--- src/rtl/fnd_digit_scanner.sv ---
// fnd_digit_scanner: time-multiplexes a NUM_DIGITS-digit hex value onto a
// common-anode 7-segment display.
// - The divided scan clock is sampled as data; it is never used as a clock.
// - A per-frame shadow latch prevents tearing.
// - Blank time after each digit change suppresses ghosting.
// Optional build macro: FND_LEADING_ZERO_BLANK_EN (suppress leading zero digits).
module fnd_digit_scanner #(
   parameter int unsigned NUM_DIGITS   = 4,
   parameter int unsigned BLANK_CYCLES = 4
) (
   input  logic                      i_clk,
   input  logic                      i_reset_n,
   input  logic                      i_clk_fnd,
   input  logic                      i_enable,
   input  logic [4*NUM_DIGITS-1:0]   i_value,
   input  logic [NUM_DIGITS-1:0]     i_dp,
   output logic [NUM_DIGITS-1:0]     o_an,
   output logic [7:0]                o_seg,
   output logic                      o_frame_done
);

   localparam int unsigned IDX_W = (NUM_DIGITS > 1) ? $clog2(NUM_DIGITS) : 1;
   localparam int unsigned BLK_W = (BLANK_CYCLES > 1) ? $clog2(BLANK_CYCLES + 1) : 1;
   localparam logic [IDX_W-1:0] LAST_IDX   = IDX_W'(NUM_DIGITS - 1);
   localparam logic [BLK_W-1:0] BLANK_LOAD = BLK_W'(BLANK_CYCLES);

   logic                    sync_s1_q, sync_s2_q, sync_prev_q;
   logic                    tick_c;
   logic [IDX_W-1:0]        idx_q, idx_d;
   logic [BLK_W-1:0]        blank_q, blank_d;
   logic [4*NUM_DIGITS-1:0] shadow_val_q, shadow_val_d;
   logic [NUM_DIGITS-1:0]   shadow_dp_q, shadow_dp_d;
   logic [NUM_DIGITS-1:0]   an_d;
   logic [7:0]              seg_d;
   logic                    frame_d;

   // Active-low segment pattern {g,f,e,d,c,b,a} for a hex nibble
   function automatic logic [6:0] hex_to_seg(input logic [3:0] nib);
      logic [6:0] s;
      case (nib)
         4'h0: s = 7'h40;
         4'h1: s = 7'h79;
         4'h2: s = 7'h24;
         4'h3: s = 7'h30;
         4'h4: s = 7'h19;
         4'h5: s = 7'h12;
         4'h6: s = 7'h02;
         4'h7: s = 7'h78;
         4'h8: s = 7'h00;
         4'h9: s = 7'h10;
         4'hA: s = 7'h08;
         4'hB: s = 7'h03;
         4'hC: s = 7'h46;
         4'hD: s = 7'h21;
         4'hE: s = 7'h06;
         default: s = 7'h0E;
      endcase
      return s;
   endfunction

   // Two-flop synchroniser plus previous-value flop for rising-edge detection
   always_ff @(posedge i_clk or negedge i_reset_n) begin
      if (!i_reset_n) begin
         sync_s1_q   <= 1'b0;
         sync_s2_q   <= 1'b0;
         sync_prev_q <= 1'b0;
      end else begin
         sync_s1_q   <= i_clk_fnd;
         sync_s2_q   <= sync_s1_q;
         sync_prev_q <= sync_s2_q;
      end
   end

   assign tick_c = sync_s2_q & ~sync_prev_q;

   // Next-state for index, blank counter, shadow, and registered display outputs
   always_comb begin
      logic            show;
      logic            wrap;
      logic            dp_sel;
      logic            sup_sel;
      logic            upper_zero;
      logic [3:0]      nib_sel;
      logic [NUM_DIGITS-1:0] onehot;

      idx_d        = idx_q;
      blank_d      = blank_q;
      shadow_val_d = shadow_val_q;
      shadow_dp_d  = shadow_dp_q;
      frame_d      = 1'b0;
      an_d         = '1;
      seg_d        = 8'hFF;
      show         = 1'b0;
      wrap         = 1'b0;
      dp_sel       = 1'b0;
      sup_sel      = 1'b0;
      upper_zero   = 1'b1;
      nib_sel      = 4'h0;
      onehot       = '0;

      if (!i_enable) begin
         // Disabled: park on digit 0 and keep the shadow tracking the inputs
         idx_d        = '0;
         blank_d      = '0;
         shadow_val_d = i_value;
         shadow_dp_d  = i_dp;
      end else if (tick_c) begin
         wrap    = (idx_q == LAST_IDX);
         idx_d   = wrap ? '0 : idx_q + IDX_W'(1);
         blank_d = BLANK_LOAD;
         frame_d = wrap;
         if (wrap) begin
            shadow_val_d = i_value;
            shadow_dp_d  = i_dp;
         end
         // With no blank time the new anode switches on the advance edge
         show = (blank_d == '0);
      end else if (blank_q != '0) begin
         blank_d = blank_q - BLK_W'(1);
      end else begin
         show = 1'b1;
      end

      // Select the digit being driven next cycle
      for (int k = int'(NUM_DIGITS) - 1; k >= 0; k--) begin
         upper_zero = upper_zero & (shadow_val_d[4*k +: 4] == 4'h0);
         if (idx_d == IDX_W'(k)) begin
            nib_sel   = shadow_val_d[4*k +: 4];
            dp_sel    = shadow_dp_d[k];
            onehot[k] = 1'b1;
`ifdef FND_LEADING_ZERO_BLANK_EN
            // Leading zeros go dark unless the dp is lit; digit 0 always shows
            sup_sel   = upper_zero & ~shadow_dp_d[k] & (k != 0);
`else
            sup_sel   = 1'b0;
`endif
         end
      end

      if (show && !sup_sel) begin
         an_d  = ~onehot;
         seg_d = {~dp_sel, hex_to_seg(nib_sel)};
      end
   end

   // State and output registers
   always_ff @(posedge i_clk or negedge i_reset_n) begin
      if (!i_reset_n) begin
         idx_q        <= '0;
         blank_q      <= '0;
         shadow_val_q <= '0;
         shadow_dp_q  <= '0;
         o_an         <= '1;
         o_seg        <= 8'hFF;
         o_frame_done <= 1'b0;
      end else begin
         idx_q        <= idx_d;
         blank_q      <= blank_d;
         shadow_val_q <= shadow_val_d;
         shadow_dp_q  <= shadow_dp_d;
         o_an         <= an_d;
         o_seg        <= seg_d;
         o_frame_done <= frame_d;
      end
   end

endmodule
--- config.mk ---
export PLATFORM = sky130hd
export DESIGN_NAME = fnd_digit_scanner
export DESIGN_NICKNAME = d
export VERILOG_FILES = /design/src/rtl/fnd_digit_scanner.sv
export SDC_FILE = /design/constraint.sdc
export NUM_CORES = 1
export LEC_CHECK = 0
export BUFFER_PORTS_ARGS = -buffer_cell sky130_fd_sc_hd__buf_4
export CAP_MARGIN = 20
export CORE_MARGIN = 4
export CORE_UTILIZATION = 44
export DETAILED_ROUTE_END_ITERATION = 7
export PLACE_DENSITY = 0.66
export SETUP_SLACK_MARGIN = 0.1
export SYNTH_ARGS = -nofsm -noshare
export SYNTH_HDL_FRONTEND = slang
export SYNTH_SLANG_ARGS = --single-unit
export TNS_END_PERCENT = 1
--- constraint.sdc ---
create_clock -name i_clk -period 4.1 [get_ports i_clk]
set_clock_uncertainty 0.2 [all_clocks]
set_input_delay 1.025 -clock i_clk [delete_from_list [all_inputs] [get_ports i_clk]]
set_output_delay 1.025 -clock i_clk [all_outputs]
set_load 0.1 [all_outputs]
# After elaboration in Yosys (flattened, before gate mapping)
# Memories as Yosys holds them, arrays and structs flattened.
# Index checks and enable logic that the tools add are counted.
classes:
  bitwise: 4
  mux: 31
  n_reduce_logical: 2
  addsub: 2
  n_eq_ne: 5
op_table:
  columns: ["op", "n"]
  rows:
  - ["$mux W16", 3]
  - ["$mux W4", 8]
  - ["$mux W1", 13]
  - ["$mux W3", 3]
  - ["$mux W8", 1]
  - ["$eq A2 B2 Y1 const B", 3]
  - ["$mux W2", 3]
  - ["$not A4 Y4", 1]
  - ["$ne A3 B1 Y1 const B", 1]
  - ["$reduce_bool A3 Y1", 1]
  - ["$sub A3 B1 Y3 const B", 1]
  - ["$add A2 B1 Y2 const B", 1]
  - ["$eq A2 B1 Y1 const B", 1]
  - ["$logic_not A2 Y1", 1]
  - ["$not A1 Y1", 2]
  - ["$and A1 B1 Y1", 1]
totals:
  input_bits: 24
  n_memories: 1
  rom_bits: 112
  reg_bits: 41
  output_inout_bits: 13
mem_list:
  columns: ["name", "depth", "width", "read_ports", "rd_ports_with_merged_regs", "wr", "line", "rtl"]
  rows:
  - ["(name not given)", 16, 7, 1, 0, 0, "40", "case (nib)"]

# Depth between registers and ports, before layout
# Gate-level depths: netlist of the first run.
logic_depth:
  depth_word: 11
  mapped_depth: 14

# Least setup slack after synthesis of the first run
# No wires, ideal clock.
synth_path:
  kind: "input to register"
  start: "input port i_enable"
  end: "register o_seg[3]"
  path_stages: 12
  arrival_time_ns: 2.692
  setup_time_ns: 0.099
  required_ns: 3.801
  slack_ns: 1.108
  path_cell_list: "nand2_4 -> buf_6 -> buf_4 -> mux2_2 -> mux2i_1 -> mux2_2 -> inv_1 -> ha_1 -> inv_1 -> nor2_1 -> a211oi_1 -> o21ai_1"
synth_rtl:
  columns: ["element", "line", "rtl"]
  rows:
  - ["start: declaration", "14", "input logic i_enable,"]
  - ["$mux W16", "101", "if (!i_enable) begin"]
  - ["net shadow_val_d[9]", "31", "logic [4*NUM_DIGITS-1:0] shadow_val_q, shadow_val_d;"]
  - ["$mux W4 (3 in a row)", "127", "if (idx_d == IDX_W'(k)) begin"]
  - ["$mem_v2 Z16 W7", null, null]
  - ["$mux W8", "140", "if (show && !sup_sel) begin"]
  - ["net seg_d[3]", "34", "logic [7:0] seg_d;"]
  - ["end signal: assignment", "162", "o_seg <= seg_d;"]
  - ["end: declaration", "18", "output logic [7:0] o_seg,"]
# The timed path passes the listed nets, and every way through them passes these cells.
# A chain may end at the register's enable or synchronous reset.

# Worst setup path in the final report of the first run
layout_path:
  start: "input port i_enable"
  end: "register o_seg[3]"
layout_rtl:
  columns: ["element", "line"]
  rows:
  - ["$mux W16", "101"]
  - ["net shadow_val_d[1]", "31"]
  - ["$mux W4", "127"]
  - ["$mem_v2 Z16 W7", null]
  - ["$mux W8", "140"]
  - ["net seg_d[3]", "34"]
# The timed path passes the listed nets, and every way through them passes these cells.

==> results of run 1 <==
-- synth_stat cells --
| library cell | number |
|---|---|
| xnor2_1 | 1 |
| nand2_1 | 6 |
| mux2i_1 | 18 |
| buf_2 | 1 |
| nand2b_4 | 2 |
| nor2_1 | 9 |
| clkinv_4 | 1 |
| buf_4 | 1 |
| o21ai_1 | 3 |
| a31oi_1 | 1 |
| mux2_4 | 2 |
| mux2_2 | 17 |
| inv_2 | 1 |
| inv_1 | 10 |
| o221ai_1 | 4 |
| o21ai_0 | 1 |
| o22ai_2 | 1 |
| nand2b_2 | 1 |
| buf_6 | 2 |
| dfstp_2 | 12 |
| nand3b_1 | 1 |
| nor2_2 | 1 |
| a21oi_1 | 2 |
| nand3b_4 | 1 |
| nand3_1 | 1 |
| a211oi_1 | 3 |
| nor2_4 | 1 |
| nand2_4 | 1 |
| mux4_2 | 3 |
| ha_1 | 9 |
| nand2b_1 | 1 |
| dfrtp_1 | 29 |
| mux2_1 | 1 |
-- layer usage --
metal	routed length, um	track usage (%)
met1	1720	20.9
met2	1960	26.1
met3	262	4.75
met4	67	5.83
met5	0	0
-- per-stage QoR --
| step | instances | hold slack [ps] | utilization, % | cell area [sq um] | total power, mW |
|---|---|---|---|---|---|
| after detailed placement | 233 | 150 | 52.5 | 2300 | 1.01 |
| after floorplan | 148 | 131 | - | 1990 | 0.898 |
| after global placement | 233 | 134 | 52.5 | 2300 | 0.990 |
| after CTS | 241 | 165 | 55.2 | 2420 | 1.35 |
| after global routing | 241 | 176 | 55.2 | 2420 | 1.41 |
| final | 241 | 156 | 55.2 | 2420 | 1.33 |
-- sequential cells by signal (all words and copies together) (netlist names) --
register	count
shadow_val_q	16
o_seg	8
o_an	4
shadow_dp_q	4
blank_q	3
idx_q	2
o_frame_done	1
sync_prev_q	1
sync_s1_q	1
sync_s2_q	1
-- final cells by class --
type	count	area, sq um
fillers	376	1970
clock inverters	1	30.0
clock buffers	7	86.3
flip-flops and latches	41	1040
well taps	52	65.1
multi-input cells	91	868
inverters	12	50.0
repair buffers	37	278
-- final timing paths --
check	slack [ps]	cells after the start	to	start
worst min-delay path	160	0	sync_s2_q$_DFF_PN0_	sync_s1_q$_DFF_PN0_
worst max-delay path	1120	11	o_seg[3]$_DFF_PN1_	i_enable
max in group asynchronous	2840	1	o_seg[6]$_DFF_PN1_	i_reset_n
min in group asynchronous	490	1	blank_q[0]$_DFFE_PN0P_	i_reset_n
worst max register to register	1230	12	o_seg[3]$_DFF_PN1_	idx_q[0]$_DFF_PN0_
worst min register to register	160	0	sync_s2_q$_DFF_PN0_	sync_s1_q$_DFF_PN0_
-- logic make-up after synthesis --
kind of cell | Yosys count
XOR/XNOR | 1
AO/OA/AOI/OAI | 15
flip-flops | 41
multiplexers | 41
AND/OR/NAND/NOR | 25
adder cells (fa/ha/maj) | 9
buffers and inverters | 16
-- critical path: stages --
cell and delay (ps):
buf_4 130, nand2_4 250, mux2_2 400, mux2i_1 150
mux2_2 250, inv_1 90, ha_1 190, inv_1 80
nor2_1 50, a211oi_1 230, o21ai_1 100
-- power by group --
| part | total [mW] | leakage, nW | internal, mW | switching [mW] |
|---|---|---|---|---|
| clock network | 0.333 | 0.0585 | 0.198 | 0.134 |
| registers | 0.503 | 0.475 | 0.480 | 0.0227 |
| logic | 0.494 | 0.582 | 0.153 | 0.341 |
==> results_dict.tcl, run 1 <==
set metrics [dict create \
    end_kind "flip-flop" \
    clockBufferDepth 2 \
    final_common_cell "buf_4" \
    synth_fp_nets 181 \
    synth_top_area_share_pct 36.4 \
    cts_root_buffer "clkbuf_8" \
    grt.overflow.total 0 \
    drt-total-wl_um 4010 \
    maxCapViolCount 0 \
    insertion_delay_ps 290 \
    synth_mux_area_share_pct 24.1 \
    mostFrequentLayoutCells "buf_4, dfrtp_1, mux2i_1, mux2_2, dfstp_2" \
    setup_slack_ps 1120 \
    synth_cell_types 33 \
    crit_required_ps 4080 \
    dieArea_sq_um 5670 \
    slew_headroom_pct 52.4 \
    grtUsageTotal_pct 16.2 \
    start_util_pct 45.5 \
    slew_viol_final 0 \
    via_per_inst 5.26 \
    grt_max_degree 42 \
    p_per_area_nw_per_um2 550 \
    p_leak_nw 1.12 \
    ant_nets 0 \
    cp_max_fo 21 \
    chipHeight_um 75.3 \
    route.detailed.drc 0 \
    drtIter0Drc 85 \
    rows 24 \
    tightest_slew_ps 711 \
    hold_class "flip-flop to flip-flop" \
    vias 1268 \
    critPathArrivalTime_ps 2960 \
    rsz0062_at_grt "false" \
    grt_pass1_wl_um 6730 \
    setup_viol 0 \
    place_ws_ps 844 \
    wl_per_cell_um 16.6 \
    grt_pass1_vias 1357 \
    synth_top_family_by_area "multiplexers" \
    holdBufCountCts 0 \
    ys_seq_area_share_pct 52.2 \
    cts.clk_slew.worst_paths_ps 80 \
    place_congestion 0.834 \
    antenna_found_initial 0 \
    synth.avg_cell_area_sq_um 13.5 \
    hold_violations 0 \
    synth.largest_area_cell "dfrtp_1" \
    timing.fmax_mhz 336 \
    htree_num_levels 2 \
    n_antenna_cell 0 \
    period_minus_slack_ps 2980 \
    synth_area_sq_um 1990 \
    cts_tree "done" \
    path_class "input port to flip-flop" \
    io_buffers 36 \
    synthXorXnorAreaFrac_pct 0.439 \
    ir_drop_mv 0.262 \
    yosys.area_share.simple_pct 8.03 \
    fin_setup_tns_ps 0 \
    post_cts_buffers 0 \
    io-pin-count 37 \
    clkSinkCount 41 \
    design.core.area_sq_um 4380 \
    cts_inserted_buffers 5 \
    period_share_pct 72.6 \
    area_growth_syn_to_layout_pct 21.3 \
    cts.repair.resized 0 \
    die_w_um 75.3 \
    num-nets-final 221 \
    dpl.hpwl_um 3010 \
    syn_inst 148 \
    yosys_register_bits 41 \
    yosysWarnings 0 \
    firstDrtPassIters 4 \
    synth-compound-area-share_pct 5.33 \
    yosys.area_share.adder_pct 5.65 \
    crit_path_start_kind "input port" \
    synthTopCellsByArea "dfrtp_1, dfstp_2, mux2_2" \
    status "finished, final reports clean" \
    drive_gt1_share_pct 46.6 \
]
Power figures use the tool's default switching activity.
==> run 2, diff against run 1 <==
Clock period 4.1 ns to 3.1 ns, I/O delays scaled along.
==> results_dict.tcl, run 2 (synthesized netlist as in run 1, its figures left out) <==
set metrics [dict create \
    status "finished, final reports clean" \
    io_buffers 36 \
    chipHeight_um 75.3 \
    route.detailed.drc 0 \
    drt-total-wl_um 3670 \
    n_antenna_cell 0 \
    fin_area_sq_um 2400 \
    rsz0062_at_grt "false" \
    fin_setup_tns_ps 0 \
    via_per_inst 5.10 \
    maxCapViolCount 0 \
    insertion_delay_ps 280 \
    top_register "shadow_val_q" \
    design.core.area_sq_um 4380 \
    critPathArrivalTime_ps 2710 \
    place_ws_ps 174 \
    place_area_sq_um 2320 \
    period_share_pct 88.0 \
    reg_top3 "shadow_val_q (16), o_seg (8)" \
    final_util_pct 54.7 \
    end_kind "flip-flop" \
    clockBufferDepth 2 \
    rows 24 \
    slew_viol_final 0 \
    crit_path_start_kind "flip-flop" \
    antenna_found_initial 0 \
    largest_reg_flops 16 \
    timing.fmax_mhz 367 \
    wl_per_cell_um 15.1 \
    holdBufCountCts 0 \
    grt_max_degree 42 \
    grt.overflow.total 0 \
    ir_drop_mv 0.338 \
    clkSinkCount 41 \
    firstDrtPassIters 4 \
    hold_class "flip-flop to flip-flop" \
    ant_nets 0 \
    p_leak_nw 1.11 \
    vias 1239 \
    start_util_pct 45.5 \
    final_common_cell "buf_4" \
    die_w_um 75.3 \
    grt_pass1_wl_um 6110 \
    cts_root_buffer "clkbuf_8" \
    dpl.hpwl_um 2740 \
    crit_required_ps 3080 \
    dieArea_sq_um 5670 \
    tightest_slew_ps 700 \
    place_congestion 0.765 \
    post_cts_buffers 0 \
    area_growth_syn_to_layout_pct 20.3 \
    p_per_area_nw_per_um2 680 \
    hold_violations 0 \
    drive_gt1_share_pct 47.1 \
    cp_max_fo 17 \
    slew_headroom_pct 53.1 \
    cts.repair.resized 0 \
    htree_num_levels 2 \
    whs_ps 173 \
    cts_tree "done" \
    cts.clk_slew.worst_paths_ps 70 \
    grtUsageTotal_pct 14.3 \
    mostFrequentLayoutCells "buf_4, dfrtp_1, mux2i_1, mux2_2, dfstp_2" \
    num-nets-final 223 \
    setup_viol 0 \
    setup_slack_ps 372 \
    cts_inserted_buffers 5 \
    period_minus_slack_ps 2730 \
    path_class "flip-flop to flip-flop" \
    io-pin-count 37 \
    grt_pass1_vias 1292 \
    drtIter0Drc 99 \
]
run 2: cell count changes in the layout (fill, tap and decap cells not counted), sizes merged:
cell    delta
clkbuf     -1
buf        +2
clkinv     +2
bufinv     -1
run 2: cell type report:
cell class                      count  area (sq um)
Clock buffer                        6          72.6
Tap cell                           52          65.1
Clock inverter                      2          10.0
Multi-Input combinational cell     91           868
Fill cell                         392          1980
Timing Repair Buffer               39           293
Sequential cell                    41          1040
Inverter                           12          50.0
run 2: per-stage QoR:
| step | std cells | total power, mW |
|---|---|---|
| floorplan | 148 | 1.19 |
| global placement | 235 | 1.31 |
| detailed placement | 235 | 1.32 |
| CTS | 243 | 1.66 |
| global route | 243 | 1.73 |
| finish | 243 | 1.63 |
run 2: critical path, stage by stage, from the launching register on:
cell      delay [ps]
dfrtp_1          370
ha_1             220
nand3b_4         100
nand2_4          230
mux2_2           380
mux2i_1          140
mux2_2           250
inv_1            100
ha_1             200
inv_1             70
nor2_1            50
a211oi_1         220
o21ai_1           90
run 2: layer usage:
| layer | track usage [%] | vias up | wire length [um] | part of all wire [%] |
|---|---|---|---|---|
| met4 | 4.85 | 0 | 46 | 1.3 |
| met5 | 0 | - | 0 | 0 |
| met2 | 21.8 | 34 | 1720 | 47 |
| met3 | 4.22 | 6 | 247 | 6.7 |
| li1 | - | 597 | - | - |
| met1 | 19.7 | 602 | 1660 | 45 |
run 2: final timing paths:
kind,slack (ps),startpoint,cells past startpoint,endpoint
max,370,idx_q[0]$_DFF_PN0_,12,o_seg[3]$_DFF_PN1_
min,170,sync_s1_q$_DFF_PN0_,0,sync_s2_q$_DFF_PN0_
max reg2reg,370,idx_q[0]$_DFF_PN0_,12,o_seg[3]$_DFF_PN1_
min reg2reg,170,sync_s1_q$_DFF_PN0_,0,sync_s2_q$_DFF_PN0_
max in group asynchronous,2060,i_reset_n,1,o_an[2]$_DFF_PN1_
min in group asynchronous,260,i_reset_n,1,blank_q[0]$_DFFE_PN0P_
run 2: report_power, final:
part / switching, mW / total [mW] / internal [mW]
logic: 0.445 / 0.647 / 0.202
clock network: 0.168 / 0.323 / 0.156
registers: 0.0275 / 0.662 / 0.635
total: 0.640 / 1.63 / 0.993
==> run 3, diff against run 2 <==
Settings changed: CORE_UTILIZATION 44 to 51, PLACE_DENSITY 0.66 to 0.74.
==> results_dict.tcl, run 3 (synthesized netlist as in run 1, its figures left out) <==
set metrics [dict create \
    cp_max_fo 17 \
    tightest_slew_ps 733 \
    start_util_pct 53.7 \
    grt.met3_usage_pct 5.11 \
    grt_use_met2_pct 27.4 \
    via_per_inst 5.25 \
    p_leak_nw 1.12 \
    slew_headroom_pct 50.9 \
    grt_pass1_vias 1356 \
    top_usage_layer "met2" \
    num-nets-final 222 \
    wl_per_cell_um 16.5 \
    place_congestion 0.854 \
    insertion_delay_ps 290 \
    holdBufCountCts 0 \
    p_per_area_nw_per_um2 727 \
    grt_pass1_wl_um 6650 \
    chipHeight_um 70.5 \
    top_register "shadow_val_q" \
    maxCapViolCount 0 \
    io_buffers 36 \
    htree_num_levels 2 \
    io-pin-count 37 \
    design.core.area_sq_um 3720 \
    hold_class "flip-flop to flip-flop" \
    dieArea_sq_um 4980 \
    hold_violations 0 \
    ant_nets 0 \
    firstDrtPassIters 3 \
    grt.overflow.total 0 \
    critPathArrivalTime_ps 2660 \
    period_share_pct 86.6 \
    area_growth_syn_to_layout_pct 21.8 \
    grtUsageMet1_pct 22.1 \
    drt-total-wl_um 3940 \
    clockBufferDepth 2 \
    fin_setup_tns_ps 0 \
    setup_slack_ps 417 \
    drtIter0Drc 80 \
    rsz0062_at_grt "false" \
    route.detailed.drc 0 \
    end_kind "flip-flop" \
    path_class "flip-flop to flip-flop" \
    grt_max_degree 42 \
    post_cts_buffers 0 \
    period_minus_slack_ps 2680 \
    status "finished, final reports clean" \
    final_common_cell "buf_4" \
    cts_inserted_buffers 5 \
    vias 1250 \
    n_fill_cell 287 \
    cts.clk_slew.worst_paths_ps 80 \
    largest_reg_flops 16 \
    die_w_um 70.5 \
    crit_required_ps 3080 \
    setup_viol 0 \
    reg_top3 "shadow_val_q (16), o_seg (8)" \
    dpl.hpwl_um 2950 \
    mostFrequentLayoutCells "buf_4, dfrtp_1, mux2i_1, mux2_2, dfstp_2" \
    place_ws_ps 179 \
    drive_gt1_share_pct 46.8 \
    cts_tree "done" \
    grtUsageTotal_pct 17.1 \
    crit_path_start_kind "flip-flop" \
    timing.fmax_mhz 373 \
    antenna_found_initial 0 \
    n_antenna_cell 0 \
    reg2reg_setup_slack_ps 420 \
    ir_drop_mv 0.313 \
    rows 22 \
    clkSinkCount 41 \
    cts_root_buffer "clkbuf_8" \
    slew_viol_final 0 \
]
## run 3: cell types whose count changed in the layout (fill, tap and decap cells not counted), sizes merged
cell	before	now
clkinv	3	1
buf	39	38
bufinv	0	1
clkbuf	6	7
## run 3: power by group
| part | switching (mW) | internal, mW |
|---|---|---|
| combinational | 0.459 | 0.204 |
| clock | 0.174 | 0.262 |
| sequential | 0.0306 | 0.635 |
## run 3: path summary, 6_finish.rpt
| path | depth (start not counted) | from | end |
|---|---|---|---|
| worst max-delay path | 12 | idx_q[0]$_DFF_PN0_ | o_seg[3]$_DFF_PN1_ |
| worst min-delay path | 0 | sync_s1_q$_DFF_PN0_ | sync_s2_q$_DFF_PN0_ |
| worst max register to register | 12 | idx_q[0]$_DFF_PN0_ | o_seg[3]$_DFF_PN1_ |
| worst min register to register | 0 | sync_s1_q$_DFF_PN0_ | sync_s2_q$_DFF_PN0_ |
| max in group asynchronous | 1 | i_reset_n | o_seg[4]$_DFF_PN1_ |
| min in group asynchronous | 1 | i_reset_n | blank_q[2]$_DFFE_PN0P_ |
## run 3: timing repair
action / in CTS / in global routing
resized for setup: 0 / 1
setup endpoints to repair: 0 / 1
endpoints found under the hold margin: 0 / 0
## run 3: final cells by class
cell class | instances | area, sq um | area share, %
multi-input cells | 91 | 877 | 36.1
clock inverters | 1 | 30.0 | 1.24
clock buffers | 7 | 86.3 | 3.55
flip-flops and latches | 41 | 1040 | 42.8
repair buffers | 38 | 285 | 11.7
well taps | 48 | 60.1 | 2.47
inverters | 12 | 50.0 | 2.06
## run 3: layer usage
layer | vias to the layer above | share of wire [%]
met3 | 4 | 4.8
met1 | 620 | 43
li1 | 595 | -
met4 | 0 | 0.89
met5 | - | 0
met2 | 31 | 51
## run 3: metrics by stage
step                total power, mW  utilization (%)  hold WS (ps)  std cells  instance area [sq um]
floorplan                      1.19                -           131        148                   1990
CTS                            1.78             65.2           167        238                   2420
finish                         1.77             65.4           163        238                   2430
detailed placement             1.34             62.0           150        230                   2300
global route                   1.86             65.4           178        238                   2430
global placement               1.30             62.0           133        230                   2300
## run 3: critical path, cell delays in order, from the launching register on
cell      delay [ps]
dfrtp_1          380
ha_1             220
nand3b_4         120
nand2_8          170
mux2_2           370
mux2i_1          150
mux2_2           240
inv_1            100
ha_1             200
inv_1             70
nor2_1            50
a211oi_1         210
o21ai_1          100
